==> config.mk <==
export PLATFORM = sky130hd
export DESIGN_NAME = rx_nibble_streamer_flat
export DESIGN_NICKNAME = d
export VERILOG_FILES = /design/src/rtl/rx_nibble_streamer_if.sv /design/src/rtl/rx_nibble_streamer.sv /design/src/flat_wrapper.sv
export SDC_FILE = /design/constraint.sdc
export NUM_CORES = 1
export LEC_CHECK = 0
export ABC_AREA = 1
export BUFFER_PORTS_ARGS = -buffer_cell sky130_fd_sc_hd__buf_2
export CORE_MARGIN = 1
export CORE_UTILIZATION = 40
export DETAILED_ROUTE_END_ITERATION = 16
export GPL_ROUTABILITY_DRIVEN = 0
export GPL_TIMING_DRIVEN = 0
export PLACE_DENSITY = 0.61
export SYNTH_ARGS = -nofsm -noshare
export SYNTH_HDL_FRONTEND = slang
export SYNTH_SLANG_ARGS = --single-unit
==> constraint.sdc <==
create_clock -name clk -period 4.2 [get_ports clk]
set_input_delay 0.84 -clock clk [delete_from_list [all_inputs] [get_ports clk]]
set_output_delay 0.84 -clock clk [all_outputs]
set_load 0.005 [all_outputs]
==> src/rtl/rx_nibble_streamer_if.sv <==
// -----------------------------------------------------------------------------
// rx_nibble_streamer_if
// Sample-stream bundle between the usiq FIFO read side and rx_nibble_streamer.
//   s_tdata   [23:0] I/Q sample word
//   s_tvalid         word available
//   s_tready         word accepted when s_tvalid & s_tready (driven by sink)
//   s_tlast          last word of frame
//   s_tuser   [1:0]  frame tag
//   s_tlength [10:0] FIFO fill level
// Modports: master = FIFO side (source), slave = streamer side (sink).
// -----------------------------------------------------------------------------
interface rx_nibble_streamer_if;
    logic [23:0] s_tdata;
    logic        s_tvalid;
    logic        s_tready;
    logic        s_tlast;
    logic [1:0]  s_tuser;
    logic [10:0] s_tlength;

    modport master (
        output s_tdata, s_tvalid, s_tlast, s_tuser, s_tlength,
        input  s_tready
    );

    modport slave (
        input  s_tdata, s_tvalid, s_tlast, s_tuser, s_tlength,
        output s_tready
    );
endinterface

==> src/rtl/rx_nibble_streamer.sv <==
// -----------------------------------------------------------------------------
// rx_nibble_streamer
// Takes 24-bit I/Q words from the usiq FIFO and hands them to the Pi one
// nibble at a time, MSB first. Each transition of pi_rd_tgl requests the
// next nibble. Requests arriving with no word loaded count as underruns.
// A hysteresis flag (pi_samples) tells the Pi when a block of samples is
// waiting in the FIFO.
//
// Ports:
//   clk            clk_internal domain clock, rising edge
//   rst            asynchronous active-high reset
//   s_axis         rx_nibble_streamer_if.slave sample stream (s_tdata,
//                  s_tvalid, s_tready, s_tlast, s_tuser, s_tlength)
//   pi_rd_tgl      nibble request toggle, already synchronised to clk
//   pi_data  [3:0] current nibble to the Pi DDR mux (registered)
//   pi_samples     block-ready flag (registered)
//   underrun_cnt   saturating count of requests that found no data
//
// Optional build macro RX_NIBBLE_TAG_EN: when defined every word carries a
// 7th nibble {s_tlast, s_tuser[1:0], odd parity of s_tdata}.
// -----------------------------------------------------------------------------
module rx_nibble_streamer #(
    parameter int unsigned THRESH_HI = 256,
    parameter int unsigned THRESH_LO = 128
) (
    input  logic                        clk,
    input  logic                        rst,
    rx_nibble_streamer_if.slave         s_axis,
    input  logic                        pi_rd_tgl,
    output logic [3:0]                  pi_data,
    output logic                        pi_samples,
    output logic [7:0]                  underrun_cnt
);

`ifdef RX_NIBBLE_TAG_EN
    localparam int          SH_W     = 28;
    localparam logic [2:0]  LAST_IDX = 3'd6;

    // Odd parity bit: makes the total number of ones (data + bit) odd.
    function automatic logic odd_parity(input logic [23:0] d);
        return ~(^d);
    endfunction
`else
    localparam int          SH_W     = 24;
    localparam logic [2:0]  LAST_IDX = 3'd5;
`endif

    localparam logic [10:0] HI_L = 11'(THRESH_HI);
    localparam logic [10:0] LO_L = 11'(THRESH_LO);

    typedef enum logic [0:0] {
        ST_IDLE  = 1'b0,
        ST_SHIFT = 1'b1
    } state_t;

    state_t          state_r, state_nx_s;
    logic [2:0]      idx_r, idx_nx_s;
    logic [SH_W-1:0] shreg_r, shreg_nx_s;
    logic [3:0]      pi_data_r, pi_data_nx_s;
    logic            pi_samples_r, pi_samples_nx_s;
    logic [7:0]      underrun_r, underrun_nx_s;
    logic            tgl_r;
    logic            req_s;
    logic            tready_s;
    logic [SH_W-1:0] load_word_s;

    // One request per transition of the (already synchronised) toggle.
    assign req_s = pi_rd_tgl ^ tgl_r;

`ifdef RX_NIBBLE_TAG_EN
    assign load_word_s = {s_axis.s_tdata, s_axis.s_tlast, s_axis.s_tuser,
                          odd_parity(s_axis.s_tdata)};
`else
    assign load_word_s = s_axis.s_tdata;
`endif

    // Ready is forced low during reset so nothing is accepted into a
    // register that is being cleared.
    assign s_axis.s_tready = tready_s & ~rst;

    assign pi_data      = pi_data_r;
    assign pi_samples   = pi_samples_r;
    assign underrun_cnt = underrun_r;

    // Next-state / datapath decode for the nibble shifter.
    always_comb begin
        state_nx_s   = state_r;
        idx_nx_s     = idx_r;
        shreg_nx_s   = shreg_r;
        pi_data_nx_s = pi_data_r;
        tready_s     = 1'b0;

        case (state_r)
            ST_IDLE: begin
                tready_s = 1'b1;
                if (s_axis.s_tvalid) begin
                    state_nx_s   = ST_SHIFT;
                    idx_nx_s     = 3'd0;
                    shreg_nx_s   = load_word_s;
                    pi_data_nx_s = load_word_s[SH_W-1 -: 4];
                end else begin
                    state_nx_s = ST_IDLE;
                end
            end
            ST_SHIFT: begin
                if (req_s && (idx_r == LAST_IDX)) begin
                    // Final nibble consumed: chain the next word with no gap
                    // if one is waiting, otherwise park with a zero nibble.
                    tready_s = 1'b1;
                    if (s_axis.s_tvalid) begin
                        state_nx_s   = ST_SHIFT;
                        idx_nx_s     = 3'd0;
                        shreg_nx_s   = load_word_s;
                        pi_data_nx_s = load_word_s[SH_W-1 -: 4];
                    end else begin
                        state_nx_s   = ST_IDLE;
                        idx_nx_s     = 3'd0;
                        shreg_nx_s   = '0;
                        pi_data_nx_s = 4'h0;
                    end
                end else if (req_s) begin
                    // The register shifts left so the next nibble always
                    // sits just below the one currently on pi_data.
                    idx_nx_s     = idx_r + 3'd1;
                    shreg_nx_s   = {shreg_r[SH_W-5:0], 4'h0};
                    pi_data_nx_s = shreg_r[SH_W-5 -: 4];
                end else begin
                    state_nx_s = ST_SHIFT;
                end
            end
            default: begin
                state_nx_s   = ST_IDLE;
                idx_nx_s     = 3'd0;
                shreg_nx_s   = '0;
                pi_data_nx_s = 4'h0;
            end
        endcase
    end

    // Underrun counter: a request with no word in progress, including one
    // that coincides with an IDLE load, saturating at 255.
    always_comb begin
        if ((state_r == ST_IDLE) && req_s && (underrun_r != 8'hFF)) begin
            underrun_nx_s = underrun_r + 8'd1;
        end else begin
            underrun_nx_s = underrun_r;
        end
    end

    // Hysteresis on the FIFO fill level; between the thresholds the flag holds.
    always_comb begin
        if (s_axis.s_tlength > HI_L) begin
            pi_samples_nx_s = 1'b1;
        end else if (s_axis.s_tlength < LO_L) begin
            pi_samples_nx_s = 1'b0;
        end else begin
            pi_samples_nx_s = pi_samples_r;
        end
    end

    // State and output registers; reset drops any word mid-shift.
    always_ff @(posedge clk or posedge rst) begin
        if (rst) begin
            state_r      <= ST_IDLE;
            idx_r        <= 3'd0;
            shreg_r      <= '0;
            pi_data_r    <= 4'h0;
            pi_samples_r <= 1'b0;
            underrun_r   <= 8'd0;
            tgl_r        <= 1'b0;
        end else begin
            state_r      <= state_nx_s;
            idx_r        <= idx_nx_s;
            shreg_r      <= shreg_nx_s;
            pi_data_r    <= pi_data_nx_s;
            pi_samples_r <= pi_samples_nx_s;
            underrun_r   <= underrun_nx_s;
            tgl_r        <= pi_rd_tgl;
        end
    end

endmodule

==> src/flat_wrapper.sv <==
// flat-port wrapper written by rule: the top's interface ports become plain ports
module rx_nibble_streamer_flat 
#(
    parameter int unsigned THRESH_HI = 256,
    parameter int unsigned THRESH_LO = 128
)
  (clk, rst, pi_rd_tgl, pi_data, pi_samples, underrun_cnt, s_axis_s_tdata, s_axis_s_tvalid, s_axis_s_tlast, s_axis_s_tuser, s_axis_s_tlength, s_axis_s_tready);
  rx_nibble_streamer_if s_axis_i ();
  input  logic clk;
  input  logic rst;
  input  logic pi_rd_tgl;
  output logic [3:0] pi_data;
  output logic pi_samples;
  output logic [7:0] underrun_cnt;
  input wire logic [$bits(s_axis_i.s_tdata)-1:0] s_axis_s_tdata;
  input wire logic [$bits(s_axis_i.s_tvalid)-1:0] s_axis_s_tvalid;
  input wire logic [$bits(s_axis_i.s_tlast)-1:0] s_axis_s_tlast;
  input wire logic [$bits(s_axis_i.s_tuser)-1:0] s_axis_s_tuser;
  input wire logic [$bits(s_axis_i.s_tlength)-1:0] s_axis_s_tlength;
  output wire logic [$bits(s_axis_i.s_tready)-1:0] s_axis_s_tready;
  assign s_axis_i.s_tdata = s_axis_s_tdata;
  assign s_axis_i.s_tvalid = s_axis_s_tvalid;
  assign s_axis_i.s_tlast = s_axis_s_tlast;
  assign s_axis_i.s_tuser = s_axis_s_tuser;
  assign s_axis_i.s_tlength = s_axis_s_tlength;
  assign s_axis_s_tready = s_axis_i.s_tready;
  rx_nibble_streamer #(.THRESH_HI(THRESH_HI), .THRESH_LO(THRESH_LO)) u_core (.clk(clk), .rst(rst), .s_axis(s_axis_i), .pi_rd_tgl(pi_rd_tgl), .pi_data(pi_data), .pi_samples(pi_samples), .underrun_cnt(underrun_cnt));
endmodule
==> flow_results.xml <==
<?xml version="1.0" encoding="UTF-8"?>
<metrics>
  <group name="die">
    <metric name="placeable_core_area" unit="mm²">0.00488</metric>
    <metric name="dieArea" unit="mm²">0.00551</metric>
    <metric name="die_width" unit="µm">74.2</metric>
    <metric name="design.portCount" unit="">56</metric>
    <metric name="num_rows" unit="">25</metric>
    <metric name="die-height" unit="µm">74.2</metric>
    <metric name="initial_cell_density_of_the_core" unit="%">42.8</metric>
  </group>
  <group name="grt">
    <metric name="global_route.overflow_total" unit="">0</metric>
    <metric name="grt_pass1_wl" unit="µm">7420</metric>
    <metric name="grt_start_max_net_pins" unit="">39</metric>
    <metric name="first_global_vias" unit="">1661</metric>
    <metric name="track_usage" unit="%">18.2</metric>
    <metric name="grt_antenna_before_repair" unit="">0</metric>
  </group>
  <group name="final_layout">
    <metric name="area_used_by_sequential_logic_in_the_layout" unit="µm²">951</metric>
    <metric name="fill_cells" unit="">497</metric>
    <metric name="num_antenna_cells" unit="">0</metric>
    <metric name="finish.net_count" unit="">373</metric>
    <metric name="area_growth_syn_to_layout" unit="%">21.7</metric>
    <metric name="combined_area_of_the_multi_input_logic_cells" unit="µm²">907</metric>
    <metric name="drive_gt1_share" unit="%">26.1</metric>
  </group>
  <group name="routing">
    <metric name="drt-total-wl" unit="µm">4530</metric>
    <metric name="drt-pass1-iter-count" unit="">4</metric>
    <metric name="detail_route.iter0.violations" unit="">102</metric>
    <metric name="antenna_left" unit="">0</metric>
    <metric name="drc" unit="">0</metric>
    <metric name="via_density_per_instance" unit="">4.62</metric>
    <metric name="detail_route.wl_per_cell" unit="µm">11.4</metric>
    <metric name="vias" unit="">1831</metric>
  </group>
  <group name="timing">
    <metric name="setup_clock_skew_after_layout" unit="ps">12.1</metric>
    <metric name="setup_total_negative_slack" unit="ps">0</metric>
    <metric name="final_hold_viol_count" unit="">0</metric>
    <metric name="setup-violations-final" unit="">0</metric>
    <metric name="post-route-period-util" unit="%">61.9</metric>
    <metric name="rsz0062_at_grt" unit="">false</metric>
    <metric name="final_period_minus_worst_setup_slack" unit="ps">2600</metric>
    <metric name="final.hold.worst_slack" unit="ps">493</metric>
    <metric name="slew_headroom" unit="%">46.4</metric>
    <metric name="achievable_freq" unit="MHz">384</metric>
    <metric name="worst-slew-pin-transition" unit="ps">803</metric>
    <metric name="timing.final.max_slew_violations" unit="">0</metric>
  </group>
  <group name="pwr">
    <metric name="p_per_area" unit="mW/mm²">527</metric>
    <metric name="power.ir.vdd_worst" unit="µV">260</metric>
    <metric name="report.power.total" unit="µW">1340</metric>
    <metric name="cellLeakagePower" unit="µW">0.00141</metric>
  </group>
  <group name="synth">
    <metric name="synth_sequential_area_ratio" unit="%">45.6</metric>
    <metric name="yosys_warnings" unit="">0</metric>
    <metric name="mappedNetlistArea" unit="mm²">0.00209</metric>
    <metric name="synth.ff_latch_count" unit="">38</metric>
    <metric name="syn_avg_cell_area" unit="µm²">7.76</metric>
    <metric name="synth.net_count" unit="">314</metric>
    <metric name="syn-instance-count" unit="">269</metric>
    <metric name="synth_cell_type_count" unit="">25</metric>
  </group>
  <group name="setup_path">
    <metric name="timing.critical_path.to_type" unit="">output port</metric>
    <metric name="crit_path_max_fanout" unit="">9</metric>
    <metric name="reg2reg_depth" unit="">7</metric>
    <metric name="worst-setup-path-type" unit="">flip-flop to output port</metric>
    <metric name="cp.required" unit="ps">3360</metric>
    <metric name="crit_arrival" unit="ps">1760</metric>
    <metric name="worst_setup_path_start_kind" unit="">flip-flop</metric>
  </group>
  <group name="cts">
    <metric name="cts_tree" unit="">built</metric>
    <metric name="later_pin_clock_latency_in_the_skew_report" unit="ps">300</metric>
    <metric name="cts-resized-gates" unit="">0</metric>
    <metric name="clkSinkCount" unit="">38</metric>
    <metric name="cts_setup_buffers" unit="">0</metric>
    <metric name="numCtsBuffers" unit="">5</metric>
    <metric name="ctsRootBufferMaster" unit="">sky130_fd_sc_hd__clkbuf_8</metric>
    <metric name="clock_path_buffers" unit="">2</metric>
    <metric name="worst_setup_hold_path_clk_slew" unit="ps">90</metric>
    <metric name="htree_levels" unit="">2</metric>
    <metric name="cts_hold_repair.buffers" unit="">0</metric>
  </group>
  <group name="run">
    <metric name="max_cap_viol_count" unit="">0</metric>
  </group>
  <group name="hold_path">
    <metric name="worst_hold_path_type" unit="">flip-flop to flip-flop</metric>
    <metric name="hold_depth" unit="">2</metric>
  </group>
  <group name="place">
    <metric name="io_buffers" unit="">52</metric>
    <metric name="hpwlAfterDp" unit="µm">3220</metric>
  </group>
  <group name="outcome">
    <metric name="run_status" unit="">finished clean</metric>
  </group>
</metrics>
worst paths after layout:
kind / start / slack, ps / endpoint
hold reg to reg: u_core.shreg_r[0]$_DFFE_PP0P_ / 490 / u_core.shreg_r[0]$_DFFE_PP0P_
setup / recovery: u_core.idx_r[0]$_DFFE_PP0P_ / 1600 / s_axis_s_tready
setup reg to reg: u_core.idx_r[0]$_DFFE_PP0P_ / 2560 / u_core.shreg_r[13]$_DFFE_PP0P_
max in group asynchronous: rst / 2980 / u_core.shreg_r[18]$_DFFE_PP0P_
hold / removal: u_core.shreg_r[0]$_DFFE_PP0P_ / 490 / u_core.shreg_r[0]$_DFFE_PP0P_
min in group asynchronous: rst / 700 / u_core.shreg_r[3]$_DFFE_PP0P_
synthesized netlist by cell type:
library cell | instances | area (µm²)
sky130_fd_sc_hd__nor2_1 | 13 | 48.8
sky130_fd_sc_hd__dfrtp_1 | 38 | 951
sky130_fd_sc_hd__xnor2_1 | 6 | 52.6
sky130_fd_sc_hd__buf_4 | 3 | 22.5
sky130_fd_sc_hd__o21ai_1 | 4 | 20.0
sky130_fd_sc_hd__inv_1 | 14 | 52.6
sky130_fd_sc_hd__ha_1 | 3 | 37.5
sky130_fd_sc_hd__clkinv_2 | 1 | 5.00
sky130_fd_sc_hd__nand2_1 | 95 | 357
sky130_fd_sc_hd__a21oi_1 | 3 | 15.0
sky130_fd_sc_hd__buf_6 | 5 | 56.3
sky130_fd_sc_hd__nand2_2 | 3 | 18.8
sky130_fd_sc_hd__o22ai_1 | 1 | 6.26
sky130_fd_sc_hd__nand3_1 | 29 | 145
sky130_fd_sc_hd__buf_2 | 2 | 10.0
sky130_fd_sc_hd__nand4_1 | 18 | 113
sky130_fd_sc_hd__inv_2 | 5 | 18.8
sky130_fd_sc_hd__xor2_1 | 2 | 17.5
sky130_fd_sc_hd__nand3_4 | 1 | 17.5
sky130_fd_sc_hd__o21ai_4 | 1 | 16.3
sky130_fd_sc_hd__clkinv_1 | 14 | 52.6
sky130_fd_sc_hd__o21ai_2 | 2 | 17.5
sky130_fd_sc_hd__o21ai_0 | 1 | 5.00
sky130_fd_sc_hd__nand3_2 | 2 | 20.0
sky130_fd_sc_hd__clkbuf_1 | 3 | 11.3
layout make-up:
class,instances,area share [%]
plain buffers,13,3.94
clock buffers,5,2.71
clock inverters,3,1.58
inverters,34,5.07
multi-input cells,184,35.7
flip-flops and latches,38,37.4
well taps,67,3.30
repair buffers,52,10.2
registers in the layout, indices dropped and copies added, names as in the netlist:
register / flops
u_core.idx_r: 3
u_core.pi_data: 4
u_core.pi_samples: 1
u_core.shreg_r: 20
u_core.state_r: 1
u_core.tgl_r: 1
u_core.underrun_cnt: 8
routing by layer:
metal  up-vias  global-route usage [%]  wire length [µm]
met5         -                       0                 0
met4         0                    5.66                66
met3         8                    4.07               163
met2        34                    28.8              2070
met1       819                    24.9              2230
li1        970                       -                 -
cell families after synthesis:
family                   Yosys count  synth area share (%)
XOR/XNOR                           8                  3.36
flip-flops                        38                  45.6
buffers and inverters             47                  11.0
AO/OA/AOI/OAI                     12                  3.84
adder cells (fa/ha/maj)            3                  1.80
AND/OR/NAND/NOR                  161                  34.5
cells in the final DEF (no fill, tap or decap), drive strengths merged:
cell    instances
nand2          98
buf            62
dfrtp          38
nand3          32
inv            19
nand4          18
clkinv         17
nor2           13
clkbuf          8
o21ai           8
xnor2           6
a21oi           3
ha              3
xor2            2
o22ai           1
bufinv          1
critical path: stages, from the launching register on:
cell,delay (ps)
sky130_fd_sc_hd__dfrtp_1,410
sky130_fd_sc_hd__ha_1,220
sky130_fd_sc_hd__nand2_2,190
sky130_fd_sc_hd__clkinv_2,100
sky130_fd_sc_hd__nand3_4,130
sky130_fd_sc_hd__nand2_1,130
sky130_fd_sc_hd__inv_1,130
sky130_fd_sc_hd__nor2_1,40
sky130_fd_sc_hd__buf_2,120
metrics by stage:
stage | std cells | utilization (%) | instance area (µm²) | worst slack [ps]
after floorplan | 269 | - | 2090 | 1990
after global placement | 388 | 49.8 | 2430 | 1670
after detailed placement | 388 | 49.8 | 2430 | 1680
after CTS | 396 | 52.1 | 2540 | 1580
after global routing | 396 | 52.1 | 2540 | 1490
final | 396 | 52.1 | 2540 | 1600
power by group:
part           total [µW]  internal [µW]  switching (µW)
clock network         311            175             136
registers             564            485            78.7
logic                 464            194             270
total                1340            854             485
Note: power is estimated with default switching activity, not from simulation.
